<file path="config.mk">
export PLATFORM = sky130hd
export DESIGN_NAME = keypad_emulator_flat
export DESIGN_NICKNAME = d
export VERILOG_FILES = /design/src/rtl/keypad_emulator_if.sv /design/src/rtl/keypad_emulator.sv /design/src/flat_wrapper.sv
export SDC_FILE = /design/constraint.sdc
export NUM_CORES = 1
export LEC_CHECK = 0
export CORE_ASPECT_RATIO = 0.9
export CORE_MARGIN = 1
export CORE_UTILIZATION = 48
export CTS_CLUSTER_DIAMETER = 100
export DETAILED_ROUTE_END_ITERATION = 10
export DONT_BUFFER_PORTS = 1
export HOLD_SLACK_MARGIN = 0.02
export PLACE_DENSITY = 0.66
export SLEW_MARGIN = 20
export SYNTH_ARGS = -nofsm -noshare
export SYNTH_HDL_FRONTEND = slang
export SYNTH_SLANG_ARGS = --single-unit
export TNS_END_PERCENT = 100
</file>
<file path="constraint.sdc">
create_clock -name clk -period 3.5 [get_ports clk]
set_input_delay 0.7 -clock clk [delete_from_list [all_inputs] [get_ports clk]]
set_output_delay 0.7 -clock clk [all_outputs]
set_load 0.03 [all_outputs]
</file>
<file path="src/rtl/keypad_emulator_if.sv">
// Request/status bundle between a key-press requester and the keypad emulator.
interface keypad_emulator_if;
    logic [3:0] key_code;
    logic       key_valid;
    logic       key_ready;
    logic       busy;

    modport master (
        output key_code,
        output key_valid,
        input  key_ready,
        input  busy
    );

    modport slave (
        input  key_code,
        input  key_valid,
        output key_ready,
        output busy
    );
endinterface

</file>
<file path="src/rtl/keypad_emulator.sv">
// Physical 4x4 matrix keypad model: answers the scanner's one-hot column drive
// with row lines for a commanded key, including LFSR-driven contact bounce.
module keypad_emulator #(
    parameter int unsigned BOUNCE_CYCLES = 4096,
    parameter int unsigned HOLD_CYCLES   = 2_000_000,
    parameter int unsigned GAP_CYCLES    = 1_000_000,
    parameter logic [15:0] LFSR_SEED     = 16'hACE1
) (
    input  logic               clk,
    input  logic               reset,
    input  logic [3:0]         columnas,
    output logic [3:0]         filas,
    keypad_emulator_if.slave   req
);

    localparam int unsigned MAX_BH  = (BOUNCE_CYCLES > HOLD_CYCLES) ? BOUNCE_CYCLES : HOLD_CYCLES;
    localparam int unsigned MAX_CYC = (MAX_BH > GAP_CYCLES) ? MAX_BH : GAP_CYCLES;
    localparam int unsigned CNT_W   = $clog2(MAX_CYC) + 1;

    // Each phase lasts exactly N cycles: load N-1, leave when the counter reads zero.
    localparam logic [CNT_W-1:0] BOUNCE_LOAD = CNT_W'((BOUNCE_CYCLES == 0) ? 0 : BOUNCE_CYCLES - 1);
    localparam logic [CNT_W-1:0] HOLD_LOAD   = CNT_W'((HOLD_CYCLES == 0) ? 0 : HOLD_CYCLES - 1);
    localparam logic [CNT_W-1:0] GAP_LOAD    = CNT_W'((GAP_CYCLES == 0) ? 0 : GAP_CYCLES - 1);

    localparam logic [2:0] S_IDLE       = 3'd0;
    localparam logic [2:0] S_BOUNCE_IN  = 3'd1;
    localparam logic [2:0] S_HOLD       = 3'd2;
    localparam logic [2:0] S_BOUNCE_OUT = 3'd3;
    localparam logic [2:0] S_GAP        = 3'd4;

    logic [2:0]       state_q,   state_d;
    logic [CNT_W-1:0] cnt_q,     cnt_d;
    logic             contact_q, contact_d;
    logic [3:0]       col_sel_q, col_sel_d;
    logic [3:0]       row_sel_q, row_sel_d;
    logic [15:0]      lfsr_q,    lfsr_d;

    logic [3:0]       key_col_c;
    logic [3:0]       key_row_c;
    logic [15:0]      lfsr_step_c;

    // Code -> (column, row) position on the physical pad.
    always_comb begin
        key_col_c = 4'b0000;
        key_row_c = 4'b0000;
        case (req.key_code)
            4'h1: begin key_col_c = 4'b1000; key_row_c = 4'b1000; end
            4'h2: begin key_col_c = 4'b0100; key_row_c = 4'b1000; end
            4'h3: begin key_col_c = 4'b0010; key_row_c = 4'b1000; end
            4'hA: begin key_col_c = 4'b0001; key_row_c = 4'b1000; end
            4'h4: begin key_col_c = 4'b1000; key_row_c = 4'b0100; end
            4'h5: begin key_col_c = 4'b0100; key_row_c = 4'b0100; end
            4'h6: begin key_col_c = 4'b0010; key_row_c = 4'b0100; end
            4'hB: begin key_col_c = 4'b0001; key_row_c = 4'b0100; end
            4'h7: begin key_col_c = 4'b1000; key_row_c = 4'b0010; end
            4'h8: begin key_col_c = 4'b0100; key_row_c = 4'b0010; end
            4'h9: begin key_col_c = 4'b0010; key_row_c = 4'b0010; end
            4'hC: begin key_col_c = 4'b0001; key_row_c = 4'b0010; end
            4'hD: begin key_col_c = 4'b1000; key_row_c = 4'b0001; end
            4'h0: begin key_col_c = 4'b0100; key_row_c = 4'b0001; end
            4'hE: begin key_col_c = 4'b0010; key_row_c = 4'b0001; end
            default: begin key_col_c = 4'b0001; key_row_c = 4'b0001; end
        endcase
    end

    // Fibonacci LFSR, x^16 + x^14 + x^13 + x^11, shifting toward bit 0.
    assign lfsr_step_c = {lfsr_q[0] ^ lfsr_q[2] ^ lfsr_q[3] ^ lfsr_q[5], lfsr_q[15:1]};

    always_ff @(posedge clk) begin
        if (reset) begin
            state_q   <= S_IDLE;
            cnt_q     <= '0;
            contact_q <= 1'b0;
            col_sel_q <= 4'b0000;
            row_sel_q <= 4'b0000;
            lfsr_q    <= LFSR_SEED;
        end else begin
            state_q   <= state_d;
            cnt_q     <= cnt_d;
            contact_q <= contact_d;
            col_sel_q <= col_sel_d;
            row_sel_q <= row_sel_d;
            lfsr_q    <= lfsr_d;
        end
    end

    // contact_d is the level shown during the cycle that follows the edge;
    // the LFSR advances only on edges that load a bounce sample.
    always_comb begin
        state_d   = state_q;
        cnt_d     = cnt_q;
        contact_d = contact_q;
        col_sel_d = col_sel_q;
        row_sel_d = row_sel_q;
        lfsr_d    = lfsr_q;

        case (state_q)
            S_IDLE: begin
                contact_d = 1'b0;
                if (req.key_valid) begin
                    col_sel_d = key_col_c;
                    row_sel_d = key_row_c;
                    if (BOUNCE_CYCLES == 0) begin
                        state_d   = S_HOLD;
                        cnt_d     = HOLD_LOAD;
                        contact_d = 1'b1;
                    end else begin
                        state_d   = S_BOUNCE_IN;
                        cnt_d     = BOUNCE_LOAD;
                        contact_d = lfsr_q[0];
                        lfsr_d    = lfsr_step_c;
                    end
                end
            end

            S_BOUNCE_IN: begin
                if (cnt_q == '0) begin
                    state_d   = S_HOLD;
                    cnt_d     = HOLD_LOAD;
                    contact_d = 1'b1;
                end else begin
                    cnt_d     = cnt_q - CNT_W'(1);
                    contact_d = lfsr_q[0];
                    lfsr_d    = lfsr_step_c;
                end
            end

            S_HOLD: begin
                if (cnt_q == '0) begin
                    if (BOUNCE_CYCLES == 0) begin
                        state_d   = S_GAP;
                        cnt_d     = GAP_LOAD;
                        contact_d = 1'b0;
                    end else begin
                        state_d   = S_BOUNCE_OUT;
                        cnt_d     = BOUNCE_LOAD;
                        contact_d = lfsr_q[0];
                        lfsr_d    = lfsr_step_c;
                    end
                end else begin
                    cnt_d     = cnt_q - CNT_W'(1);
                    contact_d = 1'b1;
                end
            end

            S_BOUNCE_OUT: begin
                if (cnt_q == '0) begin
                    state_d   = S_GAP;
                    cnt_d     = GAP_LOAD;
                    contact_d = 1'b0;
                end else begin
                    cnt_d     = cnt_q - CNT_W'(1);
                    contact_d = lfsr_q[0];
                    lfsr_d    = lfsr_step_c;
                end
            end

            S_GAP: begin
                contact_d = 1'b0;
                if (cnt_q == '0) begin
                    state_d = S_IDLE;
                end else begin
                    cnt_d = cnt_q - CNT_W'(1);
                end
            end

            default: begin
                state_d   = S_IDLE;
                cnt_d     = '0;
                contact_d = 1'b0;
            end
        endcase
    end

    assign req.key_ready = (state_q == S_IDLE);
    assign req.busy      = (state_q != S_IDLE);

    // Zero-latency row response; a zero or multi-hot column drive never matches col_sel_q.
    assign filas = (contact_q && (columnas == col_sel_q)) ? row_sel_q : 4'b0000;

endmodule

</file>
<file path="src/flat_wrapper.sv">
// flat-port wrapper written by rule: the top's interface ports become plain ports
module keypad_emulator_flat 
#(
    parameter int unsigned BOUNCE_CYCLES = 4096,
    parameter int unsigned HOLD_CYCLES   = 2_000_000,
    parameter int unsigned GAP_CYCLES    = 1_000_000,
    parameter logic [15:0] LFSR_SEED     = 16'hACE1
)
  (clk, reset, columnas, filas, req_key_code, req_key_valid, req_key_ready, req_busy);
  keypad_emulator_if req_i ();
  input  logic clk;
  input  logic reset;
  input  logic [3:0] columnas;
  output logic [3:0] filas;
  input wire logic [$bits(req_i.key_code)-1:0] req_key_code;
  input wire logic [$bits(req_i.key_valid)-1:0] req_key_valid;
  output wire logic [$bits(req_i.key_ready)-1:0] req_key_ready;
  output wire logic [$bits(req_i.busy)-1:0] req_busy;
  assign req_i.key_code = req_key_code;
  assign req_i.key_valid = req_key_valid;
  assign req_key_ready = req_i.key_ready;
  assign req_busy = req_i.busy;
  keypad_emulator #(.BOUNCE_CYCLES(BOUNCE_CYCLES), .HOLD_CYCLES(HOLD_CYCLES), .GAP_CYCLES(GAP_CYCLES), .LFSR_SEED(LFSR_SEED)) u_core (.clk(clk), .reset(reset), .columnas(columnas), .filas(filas), .req(req_i));
endmodule
</file>
Yosys cells after proc, flatten, opt, wreduce, memory -nomap -nowiden
Memory sizes are Yosys's and may differ from the RTL's. A register that Yosys moved wholly into a read port is not among the register bits.
Cells that the tools add are included.
- add/sub/neg operators: 1
- bitwise operators: 3
- mux-type cells: 22
- equal/unequal tests: 12
- reduce and logical (&&, ||, !) cells: 10
- operator list (kind ; count):
    $mux W22 ; 5
    $pmux W22 S5 ; 1
    $mux W16 ; 3
    $pmux W16 S3 ; 1
    $logic_not A22 Y1 ; 1
    $sub A22 B1 Y22 const B ; 1
    $mux W3 ; 5
    $pmux W3 S5 ; 1
    $ne A2 B1 Y1 const B ; 4
    $eq A3 B2 Y1 const B ; 2
    $ne A2 B2 Y1 const B ; 3
    $reduce_bool A3 Y1 ; 2
    $reduce_and A5 Y1 ; 1
    $eq A4 B4 Y1 ; 1
    $mux W1 ; 4
    $mux W4 ; 1
    $pmux W1 S4 ; 1
    $reduce_and A2 Y1 ; 2
    $reduce_and A4 Y1 ; 1
    $eq A3 B1 Y1 const B ; 1
    $eq A3 B3 Y1 const B ; 1
    $logic_not A3 Y1 ; 1
    $xor A1 B1 Y1 ; 3
    $reduce_or A2 Y1 ; 1
    $logic_and A1 B1 Y1 ; 1
- word-level logic and storage cells: 53
- memories kept: 1
- bits in read-only memories: 128
- register bits: 42
- memories (name ; depth ; bits a word ; rd ports ; clocked after memory_dff ; write ports ; line ; source):
    (no name shown) ; 16 ; 8 ; 1 ; 1 ; 0 ; keypad_emulator.sv:46 ; case (req.key_code)

Logic depth before layout (Yosys ltp)
- depth in word-level cells: 5
- mapped depth: 10
- mapped depth without buffers: 8

Worst setup path before layout
OpenSTA, ideal clock, no wires.
- path kind: flip-flop to flip-flop
- start: register u_core.cnt_q[3]
- end: register u_core.cnt_q[15]
- data arrival time: 2329 ps
- clock period less this slack: 2459 ps
- required time: 3371 ps
- buffers on the path: 2
- cell stages (with the launch flop): 9
- slack: 1041 ps
- cell sequence: dfxtp_1 -> buf_6 -> or4_4 -> buf_6 -> or4_4 -> o41ai_1 -> nand2_1 -> a221oi_1 -> nor4_1
- longest elaborated chain between the ends: 3
- elaborated cells on any way between the ends: 9
- those cells by class: add/sub: 1; eq/ne: 1; mux: 5; reduce/logical: 2
- ends and longest elaborated chain (what ; line ; source):
    from (decl) ; keypad_emulator.sv:32 ; logic [CNT_W-1:0] cnt_q, cnt_d;
    from (signal assigned) ; keypad_emulator.sv:79 ; cnt_q <= cnt_d;
    $sub A22 B1 Y22 or $logic_not A22 Y1 (tied branches) ; n/a ;
    $mux W22 (tied with other cells) ; keypad_emulator.sv:160 ; if (cnt_q == '0) begin
    $pmux W22 S5 or $reduce_and A2 Y1 (tied branches) ; n/a ;
Several ways; a longest one is shown, not always the timed one. The select of a mux whose other input is x is not followed.
A chain may end at the register's enable or synchronous reset.

Worst setup path in the final report
- start: register u_core.state_q[0]
- end: output req_busy
- longest elaborated chain between the ends: 1
- ends and longest elaborated chain (what ; line ; source):
    from (decl) ; keypad_emulator.sv:31 ; logic [2:0] state_q, state_d;
    from (signal assigned) ; keypad_emulator.sv:78 ; state_q <= state_d;
    $reduce_bool A3 Y1 ; keypad_emulator.sv:176 ; assign req.busy = (state_q != S_IDLE);
    to (decl) ; flat_wrapper.sv:18 ; output wire logic [$bits(req_i.busy)-1:0] req_busy;
No other way between the ends.

==> impl_metrics.ini <==
[run_status]
status = completed

[cells_and_area]
antennaDiodeCount = 0
design_area_sq_mm = 0.002978
finalNonFillerCells = 417
nNetsFinal = 362
area_growth_pct = 3.299
drive_above_1_share_pct = 6.052

[timing]
setup_ws_ns = 0.7204
period_needed_ns = 2.780
timing_hold_violations_final = 0
tightest_slew_ns = 0.8265
finClkSkew_ns = 0.008324
timing.final.crit_share_pct = 79.42
finalSetupViolations = 0
clock.fmax_mhz = 359.8
drv_slew = 0
relSlewSlack_pct = 44.64
tns_ns = 0
rsz0062_at_grt = false

[worst_setup_path]
crit_buf_inv = 1
worst_ep_arrival_time_ns = 2.08
worst_path_max_delay_cell = nor2_1
worstPathCellList = or2_2 > nor2_1 > inv_1
critPathKind = reg2out
start_kind = register
end_kind = primary output
max_stage_delay_ns = 0.56
crit_family = simple AND/OR/NAND/NOR gates
cp_data_required_time_ns = 2.80
crit_fanout = 14

[floorplan]
die_area_sq_mm = 0.006320
fp.dieW_um = 83.69
rows = 26
start_util_pct = 50.35
ios = 17
fp.dieH_um = 75.52
core_area_sq_mm = 0.005725

[synthesis]
postSynthCellCount = 358
ys_ff_latch = 50
synth-seq-area-share_pct = 34.72
synth_area_leaders = dfxtp_1 (35%), mux2i_1 (6.6%), nor2_1 (5.5%), nand2_1 (5.2%), a21oi_1 (3.8%)
synth_compound_area_share_pct = 20.27
synth_edf_count = 0
yosysWarnings = 0
synth_top_family_by_area = simple AND/OR/NAND/NOR gates
synth-xor-area-share_pct = 4.861
synthAdderAreaFrac_pct = 2.170
synthDominantCellAreaShare_pct = 34.72
synth.distinct_cells = 58
yosys.area_share.simple_pct = 26.43
yosys.area.top_type = dfxtp_1
syn_nets = 374
synth_flop_cell = dfxtp_1
avgSynthCellArea_sq_um = 8.052
syn_area_sq_mm = 0.002883
synth_mux_area_share_pct = 6.988
ys_async_sr_fraction_pct = 0

[global_route]
grt_max_degree = 31
grt_antenna_before_repair = 0
grt_usage_pct = 20.19
overflow = 0
grt_pass1_vias = 2092
grt_first_pass_wirelength_mm = 10.23

[placement]
place_inst = 409
place_hpwl_mm = 4.472
port_buffers = 0
pre_cts_slack_ns = 0.9825
dpl-instance-area_sq_mm = 0.002884
finalWeightedCongestion = 0.8689

[clocking]
clock-sinks = 50
h-tree-depth = 2
ctsResizeCount = 0
cts_buffer_depth = 2
cts-buffers-inserted = 5
cts_setup_buffers = 0
cts_tree = done
worstSkewPairLatency_ns = 0.30
clkTransAtPathRegs_ns = 0.10
holdBufCountCts = 0
cts_root_buf = clkbuf_8

[detailed_routing]
wl_per_cell_um = 15.09
first_iter_violations = 167
first_pass_iters = 6
ant_nets = 0
drc_errors = 0
vias = 2513
viasPerCell = 6.026
routed_wirelength_mm = 6.292

[job]
cap_viol_max_count = 0

[power]
cellLeakagePower_nw = 1.190
powerDensity_mw_per_mm2 = 416.7
ir_worst_vdd_uv = 293.2

[hold_path]
hp-class = in2reg
-- cells in the mapped netlist (7+ instances only) --
cell and number:
a21oi_1 22, a31oi_1 8, clkbuf_1 15, dfxtp_1 50
inv_1 9, mux2i_1 19, nand2_1 40, nor2_1 42
nor3_1 18, nor4_1 7, o21ai_0 15, or3_1 7
xnor2_1 11
-- per-stage QoR --
| step | hold WS (ns) | utilization, % | total power [W] |
|---|---|---|---|
| after floorplan | 0.4413 | - | 0.0008724 |
| after global placement | 0.4473 | 50.37 | 0.0009012 |
| after detailed placement | 0.4518 | 50.37 | 0.0009071 |
| after CTS | 0.4403 | 52.01 | 0.001257 |
| after global routing | 0.4320 | 52.01 | 0.001317 |
| final | 0.4501 | 52.01 | 0.001241 |
-- worst paths after layout --
kind / from / end / cells past startpoint / slack, ns
setup / recovery: u_core.state_q[0] / req_busy / 3 / 0.72
hold / removal: reset / u_core.lfsr_q[14] / 1 / 0.45
setup reg to reg: u_core.cnt_q[7] / u_core.cnt_q[15] / 6 / 0.88
hold reg to reg: u_core.col_sel_q[0] / u_core.col_sel_q[0] / 2 / 0.46
-- flip-flops by register name (all words and copies together), names as in the netlist --
signal / count
u_core.lfsr_q: 16
u_core.col_sel_q: 4
u_core.state_q: 3
u_core.cnt_q: 22
u_core.contact_q: 1
u_core.row_sel_q: 4
-- cell type report --
cell class | instances | area [sq um]
clock buffer | 5 | 68.82
clock inverter | 3 | 25.02
fill | 557 | 2748
inverter | 10 | 37.54
multi-input combinational | 278 | 1750
sequential | 50 | 1001
tap | 70 | 87.58
timing repair buffer | 1 | 7.507
-- cells by family after synthesis --
group	count (synthesis)
mux	20
fa+ha+maj	5
compound gates	87
buf+inv	30
flops	50
simple gates	150
xor+xnor	16
-- metal layers --
metal | track usage [%] | up-vias | share of wire, %
li1 | - | 1265 | -
met1 | 29.49 | 1180 | 50
met2 | 30.98 | 63 | 45
met3 | 3.792 | 5 | 4.8
met4 | 4.896 | 0 | 0.60
met5 | 0 | - | 0
-- cells in the final DEF (no fill, tap or decap), drive strengths merged, types with 5 or more instances in the layout --
cell | synthesis | routed
dfxtp | 50 | 50
nor2 | 42 | 42
nand2 | 40 | 40
a21oi | 22 | 22
mux2i | 19 | 19
nor3 | 18 | 18
o21ai | 15 | 15
xnor2 | 11 | 11
inv | 9 | 10
nor4 | 10 | 10
a31oi | 8 | 8
or3 | 7 | 7
and2 | 6 | 6
nand2b | 6 | 6
nand3 | 6 | 6
xor2 | 5 | 5
a21o | 5 | 5
o21a | 5 | 5
ha | 5 | 5
clkbuf | 15 | 5
a211oi | 5 | 5
-- report_power, final --
part           total [W]  switching (W)  internal [W]
registers       0.000661      0.0000460      0.000615
clock network   0.000345       0.000200      0.000144
logic           0.000235       0.000133      0.000102
No activity file was read; power rests on OpenSTA's default activity.
